## src/rtl/rv32i_pkg.sv

```systemverilog
// Shared definitions for the RV32I multi-cycle controller: opcodes, ALU and
// writeback encodings, sequencer states and the ALU decode classes.
package rv32i_pkg;

  localparam logic [6:0] OPC_LUI    = 7'b0110111;
  localparam logic [6:0] OPC_AUIPC  = 7'b0010111;
  localparam logic [6:0] OPC_JAL    = 7'b1101111;
  localparam logic [6:0] OPC_JALR   = 7'b1100111;
  localparam logic [6:0] OPC_BRANCH = 7'b1100011;
  localparam logic [6:0] OPC_LOAD   = 7'b0000011;
  localparam logic [6:0] OPC_STORE  = 7'b0100011;
  localparam logic [6:0] OPC_OPIMM  = 7'b0010011;
  localparam logic [6:0] OPC_OP     = 7'b0110011;
  localparam logic [6:0] OPC_SYSTEM = 7'b1110011;

  typedef enum logic [3:0] {
    ALU_ADD  = 4'd0,
    ALU_SUB  = 4'd1,
    ALU_SLL  = 4'd2,
    ALU_SLT  = 4'd3,
    ALU_SLTU = 4'd4,
    ALU_XOR  = 4'd5,
    ALU_SRL  = 4'd6,
    ALU_SRA  = 4'd7,
    ALU_OR   = 4'd8,
    ALU_AND  = 4'd9
  } alu_op_e;

  typedef enum logic [1:0] {
    WB_MEM   = 2'd0,
    WB_ALU   = 2'd1,
    WB_PC4   = 2'd2,
    WB_UPPER = 2'd3
  } wb_sel_e;

  typedef enum logic [2:0] {
    ST_FETCH, ST_DECODE, ST_EXEC, ST_MEM, ST_WB, ST_HALT, ST_TRAP
  } ctrl_state_e;

  // How the ALU decoder interprets funct3/funct7_5 for a given instruction.
  typedef enum logic [1:0] {
    CLS_ADD, CLS_R, CLS_I, CLS_BR
  } alu_cls_e;

  function automatic logic is_known_opcode(input logic [6:0] op);
    case (op)
      OPC_LUI, OPC_AUIPC, OPC_JAL, OPC_JALR, OPC_BRANCH,
      OPC_LOAD, OPC_STORE, OPC_OPIMM, OPC_OP, OPC_SYSTEM: return 1'b1;
      default:                                            return 1'b0;
    endcase
  endfunction

endpackage

```

## src/rtl/rv32i_mc_ctrl_if.sv

```systemverilog
// Controller <-> data_path bundle: instruction fields and memory ready in,
// all data_path control strobes and status out.
interface rv32i_mc_ctrl_if #(parameter int CNT_W = 32);
  import rv32i_pkg::*;

  logic [6:0]       opcode;
  logic [2:0]       funct3;
  logic             funct7_5;
  logic             mem_ready;
  logic             en_pc;
  logic             RegWrite;
  logic             AluSrc;
  alu_op_e          AluSel;
  logic             Mem_read;
  logic             Mem_write;
  wb_sel_e          sel_data_to_reg;
  logic             halted;
  logic             trap;
  logic [CNT_W-1:0] retired;

  modport master (
    input  opcode, funct3, funct7_5, mem_ready,
    output en_pc, RegWrite, AluSrc, AluSel, Mem_read, Mem_write,
           sel_data_to_reg, halted, trap, retired
  );

  modport slave (
    output opcode, funct3, funct7_5, mem_ready,
    input  en_pc, RegWrite, AluSrc, AluSel, Mem_read, Mem_write,
           sel_data_to_reg, halted, trap, retired
  );

endinterface

```

## src/rtl/rv32i_mc_ctrl_alu_decoder.sv

```systemverilog
// Combinational {class, funct3, funct7_5} -> ALU operation mapping.
module alu_decoder
  import rv32i_pkg::*;
(
  input  alu_cls_e   cls_i,
  input  logic [2:0] funct3_i,
  input  logic       funct7_5_i,
  output alu_op_e    op_o
);

  always_comb begin
    op_o = ALU_ADD;
    case (cls_i)
      CLS_R, CLS_I: begin
        case (funct3_i)
          // funct7_5 selects SUB only for register-register ops; ADDI ignores it.
          3'b000:  op_o = (cls_i == CLS_R && funct7_5_i) ? ALU_SUB : ALU_ADD;
          3'b001:  op_o = ALU_SLL;
          3'b010:  op_o = ALU_SLT;
          3'b011:  op_o = ALU_SLTU;
          3'b100:  op_o = ALU_XOR;
          3'b101:  op_o = funct7_5_i ? ALU_SRA : ALU_SRL;
          3'b110:  op_o = ALU_OR;
          default: op_o = ALU_AND;
        endcase
      end
      CLS_BR:  op_o = ALU_SUB;
      default: op_o = ALU_ADD;
    endcase
  end

endmodule

```

## src/rtl/rv32i_mc_ctrl.sv

```systemverilog
// Multi-cycle FETCH/DECODE/EXEC/MEM/WB sequencer driving the RV32I data_path
// controls, with memory-ready stall, halt/trap states and a retire counter.
module rv32i_mc_ctrl
  import rv32i_pkg::*;
#(
  parameter bit MEM_WAIT_EN = 1'b1,
  parameter int CNT_W       = 32
) (
  input  logic            clk,
  input  logic            reset,
  rv32i_mc_ctrl_if.master bus
);

  ctrl_state_e      state_q, state_d;
  logic [6:0]       opcode_q;
  logic [2:0]       funct3_q;
  logic             funct7_5_q;
  logic [CNT_W-1:0] retired_q;

  logic     is_load, is_store, is_branch, is_op, is_upper, is_jump;
  logic     in_alu_phase, mem_done;
  logic     en_pc_d, reg_write_d, mem_read_d, mem_write_d;
  alu_cls_e cls;
  alu_op_e  dec_op;
  wb_sel_e  wb_sel;

  assign is_load   = (opcode_q == OPC_LOAD);
  assign is_store  = (opcode_q == OPC_STORE);
  assign is_branch = (opcode_q == OPC_BRANCH);
  assign is_op     = (opcode_q == OPC_OP);
  assign is_upper  = (opcode_q == OPC_LUI) || (opcode_q == OPC_AUIPC);
  assign is_jump   = (opcode_q == OPC_JAL) || (opcode_q == OPC_JALR);
  assign mem_done  = !MEM_WAIT_EN || bus.mem_ready;

  assign cls = is_op                     ? CLS_R  :
               (opcode_q == OPC_OPIMM)   ? CLS_I  :
               is_branch                 ? CLS_BR : CLS_ADD;

  alu_decoder u_alu_decoder (
    .cls_i      (cls),
    .funct3_i   (funct3_q),
    .funct7_5_i (funct7_5_q),
    .op_o       (dec_op)
  );

  always_ff @(posedge clk or posedge reset) begin
    if (reset) begin
      state_q    <= ST_FETCH;
      opcode_q   <= 7'd0;
      funct3_q   <= 3'd0;
      funct7_5_q <= 1'b0;
      retired_q  <= '0;
    end else begin
      state_q <= state_d;
      if (state_q == ST_FETCH) begin
        opcode_q   <= bus.opcode;
        funct3_q   <= bus.funct3;
        funct7_5_q <= bus.funct7_5;
      end
      if (en_pc_d) begin
        retired_q <= retired_q + {{(CNT_W-1){1'b0}}, 1'b1};
      end
    end
  end

  always_comb begin
    state_d     = state_q;
    en_pc_d     = 1'b0;
    reg_write_d = 1'b0;
    mem_read_d  = 1'b0;
    mem_write_d = 1'b0;
    case (state_q)
      ST_FETCH: state_d = ST_DECODE;
      ST_DECODE: begin
        if (is_upper)                                  state_d = ST_WB;
        else if (opcode_q == OPC_SYSTEM)               state_d = ST_HALT;
        else if (!is_known_opcode(opcode_q))           state_d = ST_TRAP;
        else if (is_op && funct7_5_q &&
                 funct3_q != 3'b000 && funct3_q != 3'b101) state_d = ST_TRAP;
        else                                           state_d = ST_EXEC;
      end
      ST_EXEC: begin
        if (is_branch) begin
          en_pc_d = 1'b1;
          state_d = ST_FETCH;
        end else if (is_load || is_store) begin
          state_d = ST_MEM;
        end else begin
          state_d = ST_WB;
        end
      end
      ST_MEM: begin
        mem_read_d  = is_load;
        mem_write_d = is_store;
        // A store retires in the cycle memory accepts it, so en_pc follows mem_ready.
        if (mem_done) begin
          if (is_load) begin
            state_d = ST_WB;
          end else begin
            en_pc_d = 1'b1;
            state_d = ST_FETCH;
          end
        end
      end
      ST_WB: begin
        reg_write_d = 1'b1;
        en_pc_d     = 1'b1;
        state_d     = ST_FETCH;
      end
      default: state_d = state_q;
    endcase
  end

  always_comb begin
    wb_sel = WB_MEM;
    if (state_q == ST_WB) begin
      if (is_load)       wb_sel = WB_MEM;
      else if (is_jump)  wb_sel = WB_PC4;
      else if (is_upper) wb_sel = WB_UPPER;
      else               wb_sel = WB_ALU;
    end
  end

  assign in_alu_phase = (state_q == ST_EXEC) || (state_q == ST_MEM) || (state_q == ST_WB);

  assign bus.en_pc           = en_pc_d;
  assign bus.RegWrite        = reg_write_d;
  assign bus.Mem_read        = mem_read_d;
  assign bus.Mem_write       = mem_write_d;
  assign bus.AluSel          = in_alu_phase ? dec_op : ALU_ADD;
  assign bus.AluSrc          = in_alu_phase && !(is_op || is_branch);
  assign bus.sel_data_to_reg = wb_sel;
  assign bus.halted          = (state_q == ST_HALT);
  assign bus.trap            = (state_q == ST_TRAP);
  assign bus.retired         = retired_q;

endmodule

```

## src/flat_wrapper.sv

```systemverilog
// flat-port wrapper written by rule: the top's interface ports become plain ports
module rv32i_mc_ctrl_flat import rv32i_pkg::*;
#(
  parameter bit MEM_WAIT_EN = 1'b1,
  parameter int CNT_W       = 32
)
  (clk, reset, bus_opcode, bus_funct3, bus_funct7_5, bus_mem_ready, bus_en_pc, bus_RegWrite, bus_AluSrc, bus_AluSel, bus_Mem_read, bus_Mem_write, bus_sel_data_to_reg, bus_halted, bus_trap, bus_retired);
  rv32i_mc_ctrl_if #(.CNT_W(CNT_W)) bus_i ();
  input  logic clk;
  input  logic reset;
  input wire logic [$bits(bus_i.opcode)-1:0] bus_opcode;
  input wire logic [$bits(bus_i.funct3)-1:0] bus_funct3;
  input wire logic [$bits(bus_i.funct7_5)-1:0] bus_funct7_5;
  input wire logic [$bits(bus_i.mem_ready)-1:0] bus_mem_ready;
  output wire logic [$bits(bus_i.en_pc)-1:0] bus_en_pc;
  output wire logic [$bits(bus_i.RegWrite)-1:0] bus_RegWrite;
  output wire logic [$bits(bus_i.AluSrc)-1:0] bus_AluSrc;
  output wire logic [$bits(bus_i.AluSel)-1:0] bus_AluSel;
  output wire logic [$bits(bus_i.Mem_read)-1:0] bus_Mem_read;
  output wire logic [$bits(bus_i.Mem_write)-1:0] bus_Mem_write;
  output wire logic [$bits(bus_i.sel_data_to_reg)-1:0] bus_sel_data_to_reg;
  output wire logic [$bits(bus_i.halted)-1:0] bus_halted;
  output wire logic [$bits(bus_i.trap)-1:0] bus_trap;
  output wire logic [$bits(bus_i.retired)-1:0] bus_retired;
  assign bus_i.opcode = bus_opcode;
  assign bus_i.funct3 = bus_funct3;
  assign bus_i.funct7_5 = bus_funct7_5;
  assign bus_i.mem_ready = bus_mem_ready;
  assign bus_en_pc = bus_i.en_pc;
  assign bus_RegWrite = bus_i.RegWrite;
  assign bus_AluSrc = bus_i.AluSrc;
  assign bus_AluSel = bus_i.AluSel;
  assign bus_Mem_read = bus_i.Mem_read;
  assign bus_Mem_write = bus_i.Mem_write;
  assign bus_sel_data_to_reg = bus_i.sel_data_to_reg;
  assign bus_halted = bus_i.halted;
  assign bus_trap = bus_i.trap;
  assign bus_retired = bus_i.retired;
  rv32i_mc_ctrl #(.MEM_WAIT_EN(MEM_WAIT_EN), .CNT_W(CNT_W)) u_core (.clk(clk), .reset(reset), .bus(bus_i));
endmodule
```

## config.mk

```make
export PLATFORM = sky130hd
export DESIGN_NAME = rv32i_mc_ctrl_flat
export DESIGN_NICKNAME = d
export VERILOG_FILES = /design/src/rtl/rv32i_pkg.sv /design/src/rtl/rv32i_mc_ctrl_if.sv /design/src/rtl/rv32i_mc_ctrl_alu_decoder.sv /design/src/rtl/rv32i_mc_ctrl.sv /design/src/flat_wrapper.sv
export SDC_FILE = /design/constraint.sdc
export NUM_CORES = 1
export LEC_CHECK = 0
export ABC_AREA = 1
export CORE_AREA = 2 2 111 113
export DETAILED_ROUTE_END_ITERATION = 10
export DIE_AREA = 0 0 113 115
export PLACE_DENSITY_LB_ADDON = 0.12
export SYNTH_ARGS = -nofsm -noshare
export SYNTH_HDL_FRONTEND = slang
export SYNTH_HIERARCHICAL = 1
export SYNTH_SLANG_ARGS = --single-unit
export TNS_END_PERCENT = 50
```

## constraint.sdc

```tcl
create_clock -name clk -period 2.2 [get_ports clk]
set_clock_uncertainty 0.2 [all_clocks]
set_input_delay 0.44 -clock clk [delete_from_list [all_inputs] [get_ports clk]]
set_output_delay 0.44 -clock clk [all_outputs]
set_load 0.03 [all_outputs]
```

==> results of run 1 <==
==> flip-flops by register name, summed over array words and instances (netlist names) <==
register and cells:
u_core/state_q 3, u_core/bus.retired 32, u_core/opcode_q 7, u_core/funct3_q 3, u_core/funct7_5_q 1
==> area by class of cell <==
class,count,area share [%]
flip-flops and latches,46,27.1
clock inverters,2,0.324
repair buffers,94,20.6
multi-input cells,297,39.5
well taps,147,4.32
inverters,57,5.09
clock buffers,6,3.03
==> timing repair <==
item | 4_1_cts | 5_1_grt
endpoints found under the setup margin | 11 | 20
pin swaps | 9 | 17
gates resized for setup | 23 | 29
setup buffers | 3 | 7
gates cloned | 0 | 0
endpoints found under the hold margin | 0 | 0
==> logic make-up (layout without fill, tap and decap cells) <==
kind of cell             Yosys count  count (layout)  synth area share, %
AO/OA/AOI/OAI                     27              27                 5.00
buffers and inverters             63             159                 9.00
adder cells (fa/ha/maj)            4               4                 1.74
flip-flops                        46              46                 40.0
multiplexers                       6               6                 2.35
XOR/XNOR                          19              19                 5.79
AND/OR/NAND/NOR                  241             241                 36.1
==> cells in the mapped netlist, types with 4 or more instances <==
master and instances:
a21oi_1 9, dfrtp_1 46, ha_1 4, inv_1 55
mux2_2 6, nand2_1 124, nand3_1 33, nor2_1 52
nor3_1 15, o21ai_0 13, xnor2_1 8, xor2_1 11
==> power by group through the flow <==
stage | Clock, mW | Sequential (mW) | Combinational (mW)
3_5_place_dp | 0 | 0.884 | 0.103
2_1_floorplan | 0 | 0.883 | 0.0437
4_1_cts | 0.788 | 0.868 | 0.109
5_1_grt | 0.831 | 0.871 | 0.134
3_3_place_gp | 0 | 0.884 | 0.103
6_report | 0.752 | 0.869 | 0.120
==> routing by layer <==
layer | vias up | GRT usage [%] | part of all wire [%]
li1 | 1460 | - | -
met1 | 1325 | 17.9 | 46
met2 | 57 | 22.3 | 48
met3 | 7 | 2.69 | 4.5
met4 | 0 | 4.63 | 1.5
met5 | - | 0 | 0
==> stage by stage <==
step	std cells	instance area, um^2
floorplan	406	2940
global placement	633	3870
detailed placement	633	3870
CTS	644	4100
global route	649	4250
finish	649	4250
==> final timing paths <==
check / startpoint / to / slack, ns / depth (start not counted)
worst max-delay path: u_core/opcode_q[4] / bus_AluSel[0] / -0.46 / 17
worst min-delay path: reset / u_core/opcode_q[1] / 0.31 / 3
max in group asynchronous: reset / u_core/opcode_q[5] / 1.26 / 3
min in group clk: u_core/bus.retired[4] / u_core/bus.retired[4] / 0.32 / 1
worst max register to register: u_core/opcode_q[1] / u_core/bus.retired[19] / 0.22 / 13
worst min register to register: u_core/bus.retired[4] / u_core/bus.retired[4] / 0.32 / 1
==> placed cells by master, fill, tap and decap left out, drive strengths merged <==
cell type / instances
a21oi: 9
nand3: 36
o211ai: 1
nand2: 125
inv: 57
a31oi: 1
dlygate4sd2: 2
clkdlybuf4s50: 45
nor2: 54
clkinv: 2
mux2: 6
buf: 46
dfrtp: 46
nand4: 2
nor3: 17
xnor2: 8
nor3b: 1
nor4: 3
o211a: 1
xor2: 11
ha: 4
nand3b: 3
o21ai: 15
clkbuf: 6
clkdlybuf4s15: 1
==> worst max-delay path, cell delays in order, from the launching register on <==
cell     delay (ns)
dfrtp_1        0.43
inv_2          0.10
nand3_4        0.09
o21ai_1        0.09
nand2_1        0.09
inv_2          0.07
inv_2          0.05
buf_4          0.14
ha_4           0.15
nand2_2        0.05
nand2_1        0.05
nand2_1        0.06
nand2_1        0.04
nand2_1        0.06
nand2_1        0.06
inv_2          0.06
nor2_4         0.03
buf_6          0.13
==> results.sh, run 1 <==
export IMPL_finalSetupTns_ns=-1.69
export IMPL_power_mw=1.74
export IMPL_die_area_um2=13000
export IMPL_tightest_slew_ns=0.557
export IMPL_post_drt_wl_per_cell_um=12.9
export IMPL_powerDensity_nw_per_um2=409
export IMPL_place_congestion=0.817
export IMPL_ant_nets=0
export IMPL_clock_sinks=46
export IMPL_multi_input_area_um2=1680
export IMPL_cts_hold_buffers=0
export IMPL_die_h_um=115
export IMPL_yosysWarnings=6
export IMPL_postSynthCellCount=406
export IMPL_grt_usage_pct=13.6
export IMPL_syn_to_final_growth_pct=47.8
export IMPL_status="complete, but fails checks"
export IMPL_first_global_vias=2788
export IMPL_ir_worst_vdd_mv=0.235
export IMPL_yosys_area_top_type="dfrtp_1"
export IMPL_die_w_um=113
export IMPL_synth_cell_types=29
export IMPL_setup_slack_ns=-0.462
export IMPL_ys_async_sr_fraction_pct=100
export IMPL_io_buffer_count=58
export IMPL_hp_class="in -> async"
export IMPL_htree_levels=2
export IMPL_clkLatencyLatePin_ns=0.29
export IMPL_grt_max_degree=47
export IMPL_ys_seq_area_share_pct=40.0
export IMPL_max_slew_margin_pct=62.8
export IMPL_fill_cells=1288
export IMPL_synth_edf_count=0
export IMPL_core_um2=11800
export IMPL_seqCellArea_um2=1150
export IMPL_critPathMaxFanout=4
export IMPL_cts_tree="built"
export IMPL_synth_area_leaders="dfrtp_1 (40%), nand2_1 (16%), inv_1 (7.2%)"
export IMPL_totalWireLength_um=8380
export IMPL_cts_made_buffers=5
export IMPL_clock_path_buffers=2
export IMPL_antenna_found_initial=0
export IMPL_synth_seq_cells=46
export IMPL_pwr_share_comb_pct=6.9
export IMPL_max_freq_ghz=0.376
export IMPL_grt_ovfl_total=0
export IMPL_p_leak_nw=1.89
export IMPL_netSwitchingPower_mw=0.401
export IMPL_antennaDiodeCount=0
export IMPL_dpl_worst_slack_ns=-0.236
export IMPL_arrival_ns=2.02
export IMPL_synth_top_area_share_pct=40.0
export IMPL_hold_viol_final=0
export IMPL_violations="design-rule violations, negative setup slack"
export IMPL_end_kind="output port"
export IMPL_maxCapViolCount=0
export IMPL_setup_viol_count_final=6
export IMPL_rsz0062_at_grt="true"
export IMPL_post_route_drc_count=4
export IMPL_vias=2849
export IMPL_intPower_mw=1.34
export IMPL_drt_pass1_iterations=8
export IMPL_syn_area_um2=2880
export IMPL_fin_crit_sh_pct=121
export IMPL_clock_power_share_pct=43.2
export IMPL_switching_share_pct=23.1
export IMPL_grt_pass1_wl_um=13900
export IMPL_final_util_pct=36.0
export IMPL_slew_violations=0
export IMPL_clk_pin_slew_ns=0.06
export IMPL_post_drt_via_cell_ratio=4.39
export IMPL_synth_ff_type="dfrtp_1"
export IMPL_start_util_pct=24.4
export IMPL_worst_setup_path_type="reg -> out"
export IMPL_dp_hpwl_um=6340
export IMPL_synth_nets=424
export IMPL_layout_nets=519
export IMPL_num_rows=40
export IMPL_cp_required_ns=1.56
export IMPL_root_buffer="clkbuf_16"
export IMPL_drt_iter0_drc=152
export IMPL_p_seq_share_pct=49.9
export IMPL_worstSetupStartpointType="flop"
export IMPL_io_pin_count=59
export IMPL_synth_area_per_cell_um2=7.08
export IMPL_fin_crit_ns=2.66
export IMPL_hold_ws_ns=0.305
export IMPL_drive_gt1_share_pct=22.1
(Power assumes the default switching activity.)
==> inputs of run 2 (changes only) <==
--- a/config.mk
+++ b/config.mk
@@ -6,9 +6,9 @@
 export NUM_CORES = 1
 export LEC_CHECK = 0
 export ABC_AREA = 1
-export CORE_AREA = 2 2 111 113
+export CORE_AREA = 2 2 82 84
 export DETAILED_ROUTE_END_ITERATION = 10
-export DIE_AREA = 0 0 113 115
+export DIE_AREA = 0 0 84 86
 export PLACE_DENSITY_LB_ADDON = 0.12
 export SYNTH_ARGS = -nofsm -noshare
 export SYNTH_HDL_FRONTEND = slang
==> run 2 against run 1 <==
The run ends with negative setup slack left. Global-route usage rose by 8.1 points. Via count rose by 2.2%. Cell count fell by 10%. Sequential cell count did not move. Cell area fell by 3.1%. Sequential power barely moved. Register-to-register slack got worse by 0.11 ns. Die area fell by 44%. Largest power group unchanged.
==> results.sh, run 2 (synthesis results as in run 1) <==
export IMPL_power_mw=1.61
export IMPL_dp_hpwl_um=5650
export IMPL_num_rows=29
export IMPL_setup_viol_count_final=8
export IMPL_hold_ws_ns=0.283
export IMPL_cts_tree="built"
export IMPL_vias=2911
export IMPL_clock_path_buffers=2
export IMPL_post_route_drc_count=0
export IMPL_grt_usage_pct=21.6
export IMPL_antennaDiodeCount=0
export IMPL_syn_to_final_growth_pct=43.3
export IMPL_hold_viol_final=0
export IMPL_cts_hold_buffers=0
export IMPL_fin_crit_sh_pct=125
export IMPL_ant_nets=0
export IMPL_ir_worst_vdd_mv=0.290
export IMPL_crit_slowest_cell="dfrtp_1"
export IMPL_worstRegToRegCells=10
export IMPL_largest_register_ffs=32
export IMPL_drt_pass1_iterations=4
export IMPL_arrival_ns=2.11
export IMPL_grt_ovfl_total=0
export IMPL_cp_slowest_stage_delay_ns=0.43
export IMPL_clock_sinks=46
export IMPL_end_kind="output port"
export IMPL_slew_violations=0
export IMPL_grt_max_degree=47
export IMPL_htree_levels=2
export IMPL_die_w_um=84
export IMPL_r2r_end="u_core/bus.retired[0]"
export IMPL_io_buffer_count=58
export IMPL_start_util_pct=45.8
export IMPL_max_slew_margin_pct=61.5
export IMPL_tightest_slew_ns=0.576
export IMPL_post_drt_wl_per_cell_um=12.9
export IMPL_drive_gt1_share_pct=22.1
export IMPL_maxCapViolCount=0
export IMPL_rsz0062_at_grt="true"
export IMPL_die_h_um=86
export IMPL_setup_slack_ns=-0.549
export IMPL_antenna_found_initial=0
export IMPL_first_global_vias=2849
export IMPL_grt_pass1_wl_um=12700
export IMPL_crit_top_cell="inv_2"
export IMPL_drt_iter0_drc=154
export IMPL_io_pin_count=59
export IMPL_reg2reg_from="u_core/opcode_q[4]"
export IMPL_worstSetupStartpointType="flop"
export IMPL_die_area_um2=7220
export IMPL_totalWireLength_um=7520
export IMPL_post_drt_via_cell_ratio=4.98
export IMPL_place_congestion=0.871
export IMPL_cts_made_buffers=5
export IMPL_root_buffer="clkbuf_8"
export IMPL_layout_nets=524
export IMPL_clk_pin_slew_ns=0.08
export IMPL_mostFrequentLayoutCells="nand2_1 (119), clkdlybuf4s50_1 (45), inv_1 (45)"
export IMPL_fin_crit_ns=2.75
export IMPL_max_freq_ghz=0.364
export IMPL_r2r_setup_slack_ns=0.11
export IMPL_cp_cell_sequence="inv_2 -> buf_6 -> nand3_4 -> a21oi_4 -> inv_2 -> ha_4 -> inv_2 -> nor2_2 -> nor3b_2 -> inv_1 -> nor2_4 -> buf_6"
export IMPL_clkLatencyLatePin_ns=0.30
export IMPL_core_um2=6280
export IMPL_final_common_cell="nand2_1"
export IMPL_violations="negative setup slack"
export IMPL_hp_class="in -> async"
export IMPL_cp_required_ns=1.56
export IMPL_worst_setup_path_type="reg -> out"
export IMPL_p_leak_nw=1.88
export IMPL_dpl_worst_slack_ns=-0.265
export IMPL_powerDensity_nw_per_um2=391
export IMPL_status="complete, but fails checks"
export IMPL_critPathMaxFanout=3
[run 2: cell types whose count changed in the layout (fill, tap and decap cells not counted), sizes merged]
| cell | before | now |
|---|---|---|
| buf | 46 | 50 |
| clkbuf | 6 | 5 |
| bufinv | 0 | 1 |
| clkdlybuf4s15 | 1 | 2 |
[run 2: stage by stage]
stage / TNS (ns) / util, % / cells / instance area (um^2)
global route: -3.13 / 65.7 / 584 / 4120
detailed placement: -0.956 / 60.2 / 563 / 3780
floorplan: -0.261 / - / 406 / 2940
finish: -2.24 / 65.7 / 584 / 4120
CTS: -2.38 / 64.2 / 583 / 4030
global placement: -0.698 / 60.2 / 563 / 3780
[run 2: timing repair]
| action | CTS | global route |
|---|---|---|
| buffers inserted | 12 | 8 |
| resized for setup | 24 | 25 |
| pin swaps | 7 | 12 |
| setup endpoints to repair | 11 | 17 |
[run 2: worst max path at each step]
stage | slack [ns] | start | depth (start not counted) | to
after CTS | -0.53 | u_core/opcode_q[6] | 13 | bus_AluSel[2]
after detailed placement | -0.26 | u_core/opcode_q[6] | 13 | bus_AluSel[2]
final | -0.55 | u_core/opcode_q[6] | 12 | bus_AluSel[2]
after global placement | -0.20 | bus_mem_ready | 5 | bus_trap
after global routing | -0.64 | u_core/opcode_q[4] | 17 | bus_AluSel[0]
after floorplan | -0.14 | u_core/opcode_q[4] | 12 | bus_AluSel[2]
[run 2: layer usage]
metal	routed length [um]	share of wire [%]	track usage, %
met1	3270	43	25.7
met2	3780	50	39.9
met3	310	4.1	3.85
met4	161	2.1	6.60
met5	0	0	0
[run 2: report_power, final]
group	switching (mW)	total, mW	internal [mW]	leakage (nW)
Sequential	0.0129	0.868	0.855	0.547
Clock	0.291	0.626	0.335	0.0579
Combinational	0.0576	0.120	0.0626	1.28
Total	0.361	1.61	1.25	1.88
[run 2: layout make-up]
cell class                      count  area, um^2
Inverter                           57         216
Multi-Input combinational cell    297        1620
Timing Repair Buffer               99         927
Tap cell                           77        96.3
Sequential cell                    46        1150
Fill cell                         562        2150
Clock buffer                        5        68.8
Clock inverter                      3        40.0
[run 2: worst max-delay path, delay by kind of cell (launching register included)]
family	cells	cell delay, ns
adders and majority gates	1	0.27
AOI/OAI and AO/OA	1	0.20
DFF	1	0.43
buffers and inverters	6	0.53
and+or+nand+nor	4	0.40
